File: src/rtl/freqdiv_ctrl.sv
// -----------------------------------------------------------------------------
// freqdiv_ctrl
//
// Purpose:
//   Owns a single freqdiv instance. Two requesters may ask for a new divide
//   ratio N. Access is granted round-robin. A new N is applied only on a rising
//   edge of the divider output, or after TIMEOUT cycles without one. The new N
//   is then followed by a reset pulse that lasts RST_CYCLES cycles.
//   A request whose N equals the current ratio completes at once and causes
//   no reset pulse.
//
// Ports:
//   clk          in   1   system clock, rising edge
//   reset        in   1   asynchronous, active-high reset
//   req0_valid   in   1   requester 0 offers a new ratio
//   req0_n       in   NW  ratio from requester 0
//   req0_ready   out  1   requester 0 is accepted this cycle (combinational)
//   req1_valid   in   1   requester 1 offers a new ratio
//   req1_n       in   NW  ratio from requester 1
//   req1_ready   out  1   requester 1 is accepted this cycle (combinational)
//   div_out      in   1   divider output, same clock domain
//   div_n        out  NW  ratio driven to the divider
//   div_reset    out  1   reset driven to the divider
//   busy         out  1   controller is not idle
//   done         out  1   one-cycle pulse when an accepted request completes
//   done_id      out  1   requester served by the completing request
//   timed_out    out  1   pulse with done when the edge wait hit TIMEOUT
// -----------------------------------------------------------------------------
module freqdiv_ctrl #(
    parameter int unsigned       NW         = 16,
    parameter logic [NW-1:0]     DEFAULT_N  = '0,
    parameter int unsigned       RST_CYCLES = 2,
    parameter int unsigned       TIMEOUT    = 1023
) (
    input  logic          clk,
    input  logic          reset,
    input  logic          req0_valid,
    input  logic [NW-1:0] req0_n,
    output logic          req0_ready,
    input  logic          req1_valid,
    input  logic [NW-1:0] req1_n,
    output logic          req1_ready,
    input  logic          div_out,
    output logic [NW-1:0] div_n,
    output logic          div_reset,
    output logic          busy,
    output logic          done,
    output logic          done_id,
    output logic          timed_out
);

    localparam int unsigned TW = (TIMEOUT > 1)    ? $clog2(TIMEOUT)    : 1;
    localparam int unsigned HW = (RST_CYCLES > 1) ? $clog2(RST_CYCLES) : 1;
    localparam logic [TW-1:0] TO_LAST   = TW'(TIMEOUT - 1);
    localparam logic [HW-1:0] HOLD_LAST = HW'(RST_CYCLES - 1);

    typedef enum logic [1:0] {
        IDLE  = 2'd0,
        ALIGN = 2'd1,
        HOLD  = 2'd2
    } state_t;

    state_t        state;
    logic [TW-1:0] to_cnt;
    logic [HW-1:0] hold_cnt;
    logic [NW-1:0] n_q;
    logic          id_q;
    logic          to_q;        // the ALIGN exit was forced by the timeout
    logic          pending;     // HOLD belongs to a request, not to init reset
    logic          skip_q;      // done of an equal-N request is in flight
    logic          last_grant;
    logic          div_out_q;

    logic          idle_ok;
    logic          acc0;
    logic          acc1;
    logic          accept;
    logic          acc_id;
    logic [NW-1:0] acc_n;
    logic          rise;

    // Ready is offered to one requester at most. On a tie, the requester not
    // served last time wins. No request is accepted in the cycle in which an
    // equal-N request reports done.
    assign idle_ok    = (state == IDLE) && !skip_q;
    assign req0_ready = idle_ok && req0_valid && (!req1_valid ||  last_grant);
    assign req1_ready = idle_ok && req1_valid && (!req0_valid || !last_grant);

    assign acc0   = req0_valid && req0_ready;
    assign acc1   = req1_valid && req1_ready;
    assign accept = acc0 || acc1;
    assign acc_id = acc1;
    assign acc_n  = acc1 ? req1_n : req0_n;

    assign rise = div_out && !div_out_q;

    // NOTE: every register below is assigned non-blocking, so each branch reads
    // the values from the previous clock edge, whatever the statement order.
    // NOTE: this block holds only control registers. They all get a reset
    // value; no storage array exists that could be left unreset.
    always_ff @(posedge clk or posedge reset) begin
        if (reset) begin
            state      <= HOLD;
            to_cnt     <= '0;
            hold_cnt   <= '0;
            n_q        <= '0;
            id_q       <= 1'b0;
            to_q       <= 1'b0;
            pending    <= 1'b0;
            skip_q     <= 1'b0;
            last_grant <= 1'b1;
            div_out_q  <= 1'b0;
            div_n      <= DEFAULT_N;
            div_reset  <= 1'b1;
            busy       <= 1'b1;
            done       <= 1'b0;
            done_id    <= 1'b0;
            timed_out  <= 1'b0;
        end else begin
            div_out_q <= div_out;
            done      <= 1'b0;
            timed_out <= 1'b0;
            skip_q    <= 1'b0;

            case (state)
                IDLE: begin
                    if (accept) begin
                        n_q        <= acc_n;
                        id_q       <= acc_id;
                        last_grant <= acc_id;
                        if (acc_n == div_n) begin
                            // The ratio is unchanged. Report done and leave
                            // the divider running.
                            done    <= 1'b1;
                            done_id <= acc_id;
                            skip_q  <= 1'b1;
                        end else begin
                            state   <= ALIGN;
                            busy    <= 1'b1;
                            to_cnt  <= '0;
                            pending <= 1'b1;
                        end
                    end
                end

                ALIGN: begin
                    if (rise || (to_cnt == TO_LAST)) begin
                        div_n     <= n_q;
                        div_reset <= 1'b1;
                        hold_cnt  <= '0;
                        to_q      <= !rise;
                        state     <= HOLD;
                    end else begin
                        to_cnt <= to_cnt + 1'b1;
                    end
                end

                HOLD: begin
                    if (hold_cnt == HOLD_LAST) begin
                        div_reset <= 1'b0;
                        busy      <= 1'b0;
                        state     <= IDLE;
                        // The init HOLD after reset completes no request, so
                        // it produces no done pulse.
                        done      <= pending;
                        done_id   <= id_q;
                        timed_out <= pending && to_q;
                        pending   <= 1'b0;
                    end else begin
                        hold_cnt <= hold_cnt + 1'b1;
                    end
                end

                default: begin
                    state     <= HOLD;
                    hold_cnt  <= '0;
                    div_reset <= 1'b1;
                    busy      <= 1'b1;
                end
            endcase
        end
    end

endmodule

File: config.mk
export PLATFORM = sky130hd
export DESIGN_NAME = freqdiv_ctrl
export DESIGN_NICKNAME = d
export VERILOG_FILES = /design/src/rtl/freqdiv_ctrl.sv
export SDC_FILE = /design/constraint.sdc
export NUM_CORES = 1
export LEC_CHECK = 0
export CAP_MARGIN = 20
export CORE_ASPECT_RATIO = 0.7
export CORE_MARGIN = 1
export CORE_UTILIZATION = 53
export CTS_BUF_LIST = sky130_fd_sc_hd__clkbuf_8
export DETAILED_ROUTE_END_ITERATION = 10
export GPL_TIMING_DRIVEN = 0
export PLACE_DENSITY = 0.8
export SYNTH_ARGS = -nofsm -noshare
export SYNTH_HDL_FRONTEND = slang
export SYNTH_SLANG_ARGS = --single-unit
File: constraint.sdc
create_clock -name clk -period 2.7 [get_ports clk]
set_input_delay 0.54 -clock clk [delete_from_list [all_inputs] [get_ports clk]]
set_output_delay 0.54 -clock clk [all_outputs]
set_load 0.01 [all_outputs]
==> impl_metrics.prom <==
# TYPE chip_impl_metric gauge
chip_impl_info{name="synthFlopType",value="sky130_fd_sc_hd__dfrtp_1"} 1
chip_impl_metric{name="post_synthesis_xor_xnor_area_fraction",unit=""} 0.0766
chip_impl_metric{name="asyncSetResetFlopFracSynth",unit=""} 1.00
chip_impl_info{name="worstReg2RegEnd",value="div_n[6]$_DFFE_PP0P_"} 1
chip_impl_metric{name="syn-mean-instance-area",unit="sq um"} 9.81
chip_impl_metric{name="post-synth-top-area-fraction",unit=""} 0.438
chip_impl_metric{name="fin_area",unit="sq mm"} 0.00379
chip_impl_metric{name="flow.area_growth_from_synthesis",unit="%"} 27.5
chip_impl_metric{name="final.min_clock_period",unit="ns"} 2.64
chip_impl_metric{name="final_nets",unit=""} 410
chip_impl_metric{name="setup-violations-final",unit=""} 0
chip_impl_info{name="rsz0062_at_grt",value="no"} 1
chip_impl_metric{name="grt_max_degree",unit=""} 36
chip_impl_metric{name="drive_above_1_share",unit=""} 0.124
chip_impl_metric{name="pre_cts_slack",unit="ns"} -0.376
chip_impl_info{name="min-delay-start",value="n_q[9]$_DFFE_PP0P_"} 1
chip_impl_metric{name="clk_pin_slew_worst_paths",unit="ns"} 0.09
chip_impl_metric{name="synth-edff-count",unit=""} 0
chip_impl_info{name="synth_most_common_cell",value="sky130_fd_sc_hd__dfrtp_1"} 1
chip_impl_metric{name="fin_worst_skew",unit="ns"} 0.00590
chip_impl_metric{name="timing_worst_slew_pin_value",unit="ns"} 0.631
chip_impl_info{name="cp_common_cell",value="sky130_fd_sc_hd__clkdlybuf4s50_1"} 1
chip_impl_metric{name="io_buffers",unit=""} 59
chip_impl_metric{name="rrSetupSlack",unit="ns"} 0.38
chip_impl_metric{name="finalNonFillerCells",unit=""} 444
chip_impl_metric{name="top_achievable_clock_speed",unit="GHz"} 0.378
chip_impl_metric{name="synth-warning-count",unit=""} 0
chip_impl_metric{name="grt_overflow_total",unit=""} 0
chip_impl_metric{name="placed_area",unit="sq mm"} 0.00367
chip_impl_metric{name="synth_compound_gate_area_share",unit=""} 0.167
chip_impl_metric{name="fin_crit_sh",unit=""} 0.979
chip_impl_metric{name="inserted_clock_buffers",unit=""} 5
chip_impl_metric{name="holdPathStages",unit=""} 2
chip_impl_metric{name="post-dp-hpwl",unit="um"} 5740
chip_impl_info{name="critPathKind",value="in -> out"} 1
chip_impl_info{name="netlist_top_cells_count",value="sky130_fd_sc_hd__dfrtp_1 (52), sky130_fd_sc_hd__nand2_1 (43), sky130_fd_sc_hd__a31oi_1 (23), sky130_fd_sc_hd__nor2_1 (23), sky130_fd_sc_hd__xnor2_1 (15)"} 1
chip_impl_metric{name="relative_slew_margins",unit=""} 0.579
chip_impl_metric{name="required",unit="ns"} 2.16
chip_impl_metric{name="post_synth_inst_count",unit=""} 303
chip_impl_info{name="worst_r2r_startpoint",value="to_cnt[0]$_DFFE_PP0P_"} 1
chip_impl_info{name="timing.critical_path.slowest_stage_cell",value="sky130_fd_sc_hd__clkdlybuf4s50_1"} 1
chip_impl_metric{name="critPathBufInv",unit=""} 3
chip_impl_metric{name="total_global_route_track_usage",unit=""} 0.271
chip_impl_metric{name="antenna_left",unit=""} 0
chip_impl_metric{name="initial_core_util",unit=""} 0.559
chip_impl_metric{name="die_w",unit="um"} 91.5
chip_impl_metric{name="synth_seq_cells",unit=""} 56
chip_impl_metric{name="synth_fp_nets",unit=""} 342
chip_impl_metric{name="cts_max_level",unit=""} 2
chip_impl_metric{name="post_cts_hold_buffer_count",unit=""} 0
chip_impl_metric{name="worst_ir_drop_vdd",unit="V"} 0.000605
chip_impl_metric{name="std_cell_rows",unit=""} 22
chip_impl_metric{name="power.static_leakage",unit="nW"} 1.60
chip_impl_metric{name="synth_unique_cells",unit=""} 56
chip_impl_metric{name="dieArea",unit="sq mm"} 0.00591
chip_impl_metric{name="fin_setup_tns",unit="ns"} 0
chip_impl_info{name="run_status",value="completed"} 1
chip_impl_info{name="synth_top_family_by_area",value="simple AND/OR/NAND/NOR gates"} 1
chip_impl_metric{name="max_cap_viol_count",unit=""} 0
chip_impl_metric{name="vias_per_cell",unit=""} 5.78
chip_impl_info{name="tritoncts",value="yes"} 1
chip_impl_info{name="type_of_the_tightest_min_delay_check",value="reg -> reg"} 1
chip_impl_info{name="synth_top_cells_by_area",value="sky130_fd_sc_hd__dfrtp_1 (44%), sky130_fd_sc_hd__nand2_1 (5.4%), sky130_fd_sc_hd__a31oi_1 (4.8%)"} 1
chip_impl_info{name="ctsRootBufferMaster",value="sky130_fd_sc_hd__clkbuf_8"} 1
chip_impl_metric{name="io_pins",unit=""} 60
chip_impl_metric{name="wire_per_inst",unit="um"} 17.0
chip_impl_metric{name="seq_area_frac_synth",unit=""} 0.473
chip_impl_info{name="crit_path_end_kind",value="primary output"} 1
chip_impl_metric{name="muxShareOfSynthArea",unit=""} 0.0589
chip_impl_metric{name="antenna-diode-count",unit=""} 0
chip_impl_metric{name="fillerInstances",unit=""} 385
chip_impl_metric{name="clock_sinks",unit=""} 56
chip_impl_metric{name="initialDrtViolationCount",unit=""} 175
chip_impl_metric{name="maxSlewViolCount",unit=""} 0
chip_impl_metric{name="fp.coreArea",unit="sq mm"} 0.00531
chip_impl_metric{name="final_core_util",unit=""} 0.713
chip_impl_metric{name="grt_pass1_vias",unit=""} 2409
chip_impl_metric{name="die_h",unit="um"} 64.6
chip_impl_metric{name="initial_antenna_violation_count",unit=""} 0
chip_impl_metric{name="gpl.final_weighted_congestion",unit=""} 0.857
chip_impl_metric{name="clkLatencyLatePin",unit="ns"} 0.31
chip_impl_info{name="timing.critical_path.cells",value="clkdlybuf4s50_1 > a21boi_4 > nand2_2 > inv_4 > clkdlybuf4s50_1"} 1
chip_impl_metric{name="total_power_per_unit_cell_area",unit="mW/mm^2"} 998
chip_impl_metric{name="ff2ff_path_depth",unit=""} 7
chip_impl_metric{name="worst-path-max-fanout",unit=""} 8
chip_impl_info{name="critical-path-top-delay-family",value="buffers and inverters"} 1
chip_impl_metric{name="cp_data_arrival_time",unit="ns"} 2.10
chip_impl_metric{name="hold_viol",unit=""} 0
chip_impl_metric{name="dp_cells",unit=""} 435
chip_impl_metric{name="hold_slack",unit="ns"} 0.489
chip_impl_metric{name="routed_wl",unit="um"} 7540
chip_impl_metric{name="wire_length_of_the_first_global_routing_pass",unit="um"} 12200
chip_impl_metric{name="crit_path_max_incr_delay",unit="ns"} 0.55
chip_impl_metric{name="ctsLongestPathBuffers",unit=""} 2
chip_impl_metric{name="drt-pass1-iter-count",unit=""} 7
chip_impl_metric{name="netlist_area",unit="sq mm"} 0.00297
chip_impl_info{name="critPathLaunchType",value="input port"} 1
chip_impl_metric{name="final_ws_setup",unit="ns"} 0.0566
chip_impl_metric{name="post-route-drc-count",unit=""} 0
chip_impl_metric{name="post_synth_and_or_nand_nor_area_fraction",unit=""} 0.178
chip_impl_metric{name="route.vias.total",unit=""} 2567
chip_impl_info{name="yosysTopAreaCell",value="sky130_fd_sc_hd__dfrtp_1"} 1
chip_impl_metric{name="post_synth_fa_ha_maj_area_fraction",unit=""} 0.00842
chip_impl_metric{name="fin_total_pwr",unit="mW"} 3.78
chip_impl_info{name="worstHoldEndpoint",value="div_n[9]$_DFFE_PP0P_"} 1
==> metal layers <==
layer / GRT usage / part of all wire
met3: 0.0446 / 0.067
met1: 0.418 / 0.49
met4: 0.0595 / 0.0070
met2: 0.402 / 0.44
met5: 0 / 0
==> report_power, final <==
group	total, mW	switching, mW	leakage (nW)	internal [mW]
clock network	0.455	0.253	0.0538	0.202
logic	1.78	0.887	0.866	0.895
registers	1.55	0.336	0.681	1.21
total	3.78	1.48	1.60	2.31
==> cell usage in the layout (no fill, tap or decap), drive strengths merged, types with 11 or more instances in the layout <==
| cell | synthesis | final |
|---|---|---|
| dfrtp | 52 | 52 |
| xnor2 | 15 | 15 |
| a31oi | 23 | 23 |
| o21ai | 14 | 14 |
| clkbuf | 8 | 14 |
| xor2 | 11 | 11 |
| nand2 | 45 | 45 |
| inv | 14 | 15 |
| clkdlybuf4s50 | 0 | 58 |
| nor2 | 23 | 23 |
| mux2 | 12 | 12 |
==> cell type report <==
type                    instances  area, sq um  area share
plain buffers                  11         53.8      0.0142
flip-flops and latches         56         1410       0.371
inverters                      14         58.8      0.0155
repair buffers                 62          628       0.166
multi-input cells             221         1460       0.386
well taps                      72         90.1      0.0238
clock buffers                   6         82.6      0.0218
clock inverters                 2         7.51     0.00198
==> what timing repair did <==
action	4_1_cts	5_1_grt
setup endpoints to repair	2	1
gates resized for setup	2	1
pin swaps	0	0
endpoints found under the hold margin	0	0
setup buffers	2	0
cloned	0	0
==> cell families (layout without fill, tap and decap cells) <==
kind of cell / after synthesis / count (layout)
AO/OA/AOI/OAI: 68 / 68
XOR/XNOR: 26 / 26
adder cells (fa/ha/maj): 2 / 2
buffers and inverters: 26 / 95
flip-flops: 56 / 56
multiplexers: 16 / 16
AND/OR/NAND/NOR: 109 / 109
==> worst max path at each step <==
| stage | startpoint | to | slack, ns | cells past startpoint |
|---|---|---|---|---|
| 2_1_floorplan | req1_valid | state[0]$_DFFE_PP0P_ | 0.61 | 7 |
| 3_3_place_gp | req0_valid | req0_ready | -0.34 | 5 |
| 3_5_place_dp | req0_valid | req0_ready | -0.38 | 5 |
| 4_1_cts | req1_valid | req1_ready | 0.04 | 5 |
| 5_1_grt | req0_valid | req1_ready | 0.01 | 5 |
| 6_report | req0_valid | req1_ready | 0.06 | 5 |
==> flip-flops by register name (all words and copies together) (netlist names) <==
name	count
id_q	1
div_reset	1
timed_out	1
done_id	1
n_q	16
state	2
div_out_q	1
pending	1
div_n	16
to_cnt	10
done	1
to_q	1
last_grant	1
busy	1
skip_q	1
hold_cnt	1
==> worst reg2reg max path, stage by stage (launching register included) <==
cell and delay [ns]:
sky130_fd_sc_hd__dfrtp_1 0.45, sky130_fd_sc_hd__inv_1 0.08, sky130_fd_sc_hd__ha_1 0.14, sky130_fd_sc_hd__and4_1 0.27
sky130_fd_sc_hd__a31oi_1 0.15, sky130_fd_sc_hd__nor2_1 0.28, sky130_fd_sc_hd__clkbuf_1 0.45, sky130_fd_sc_hd__mux2_2 0.39
Note: power is estimated with default switching activity, not from simulation.
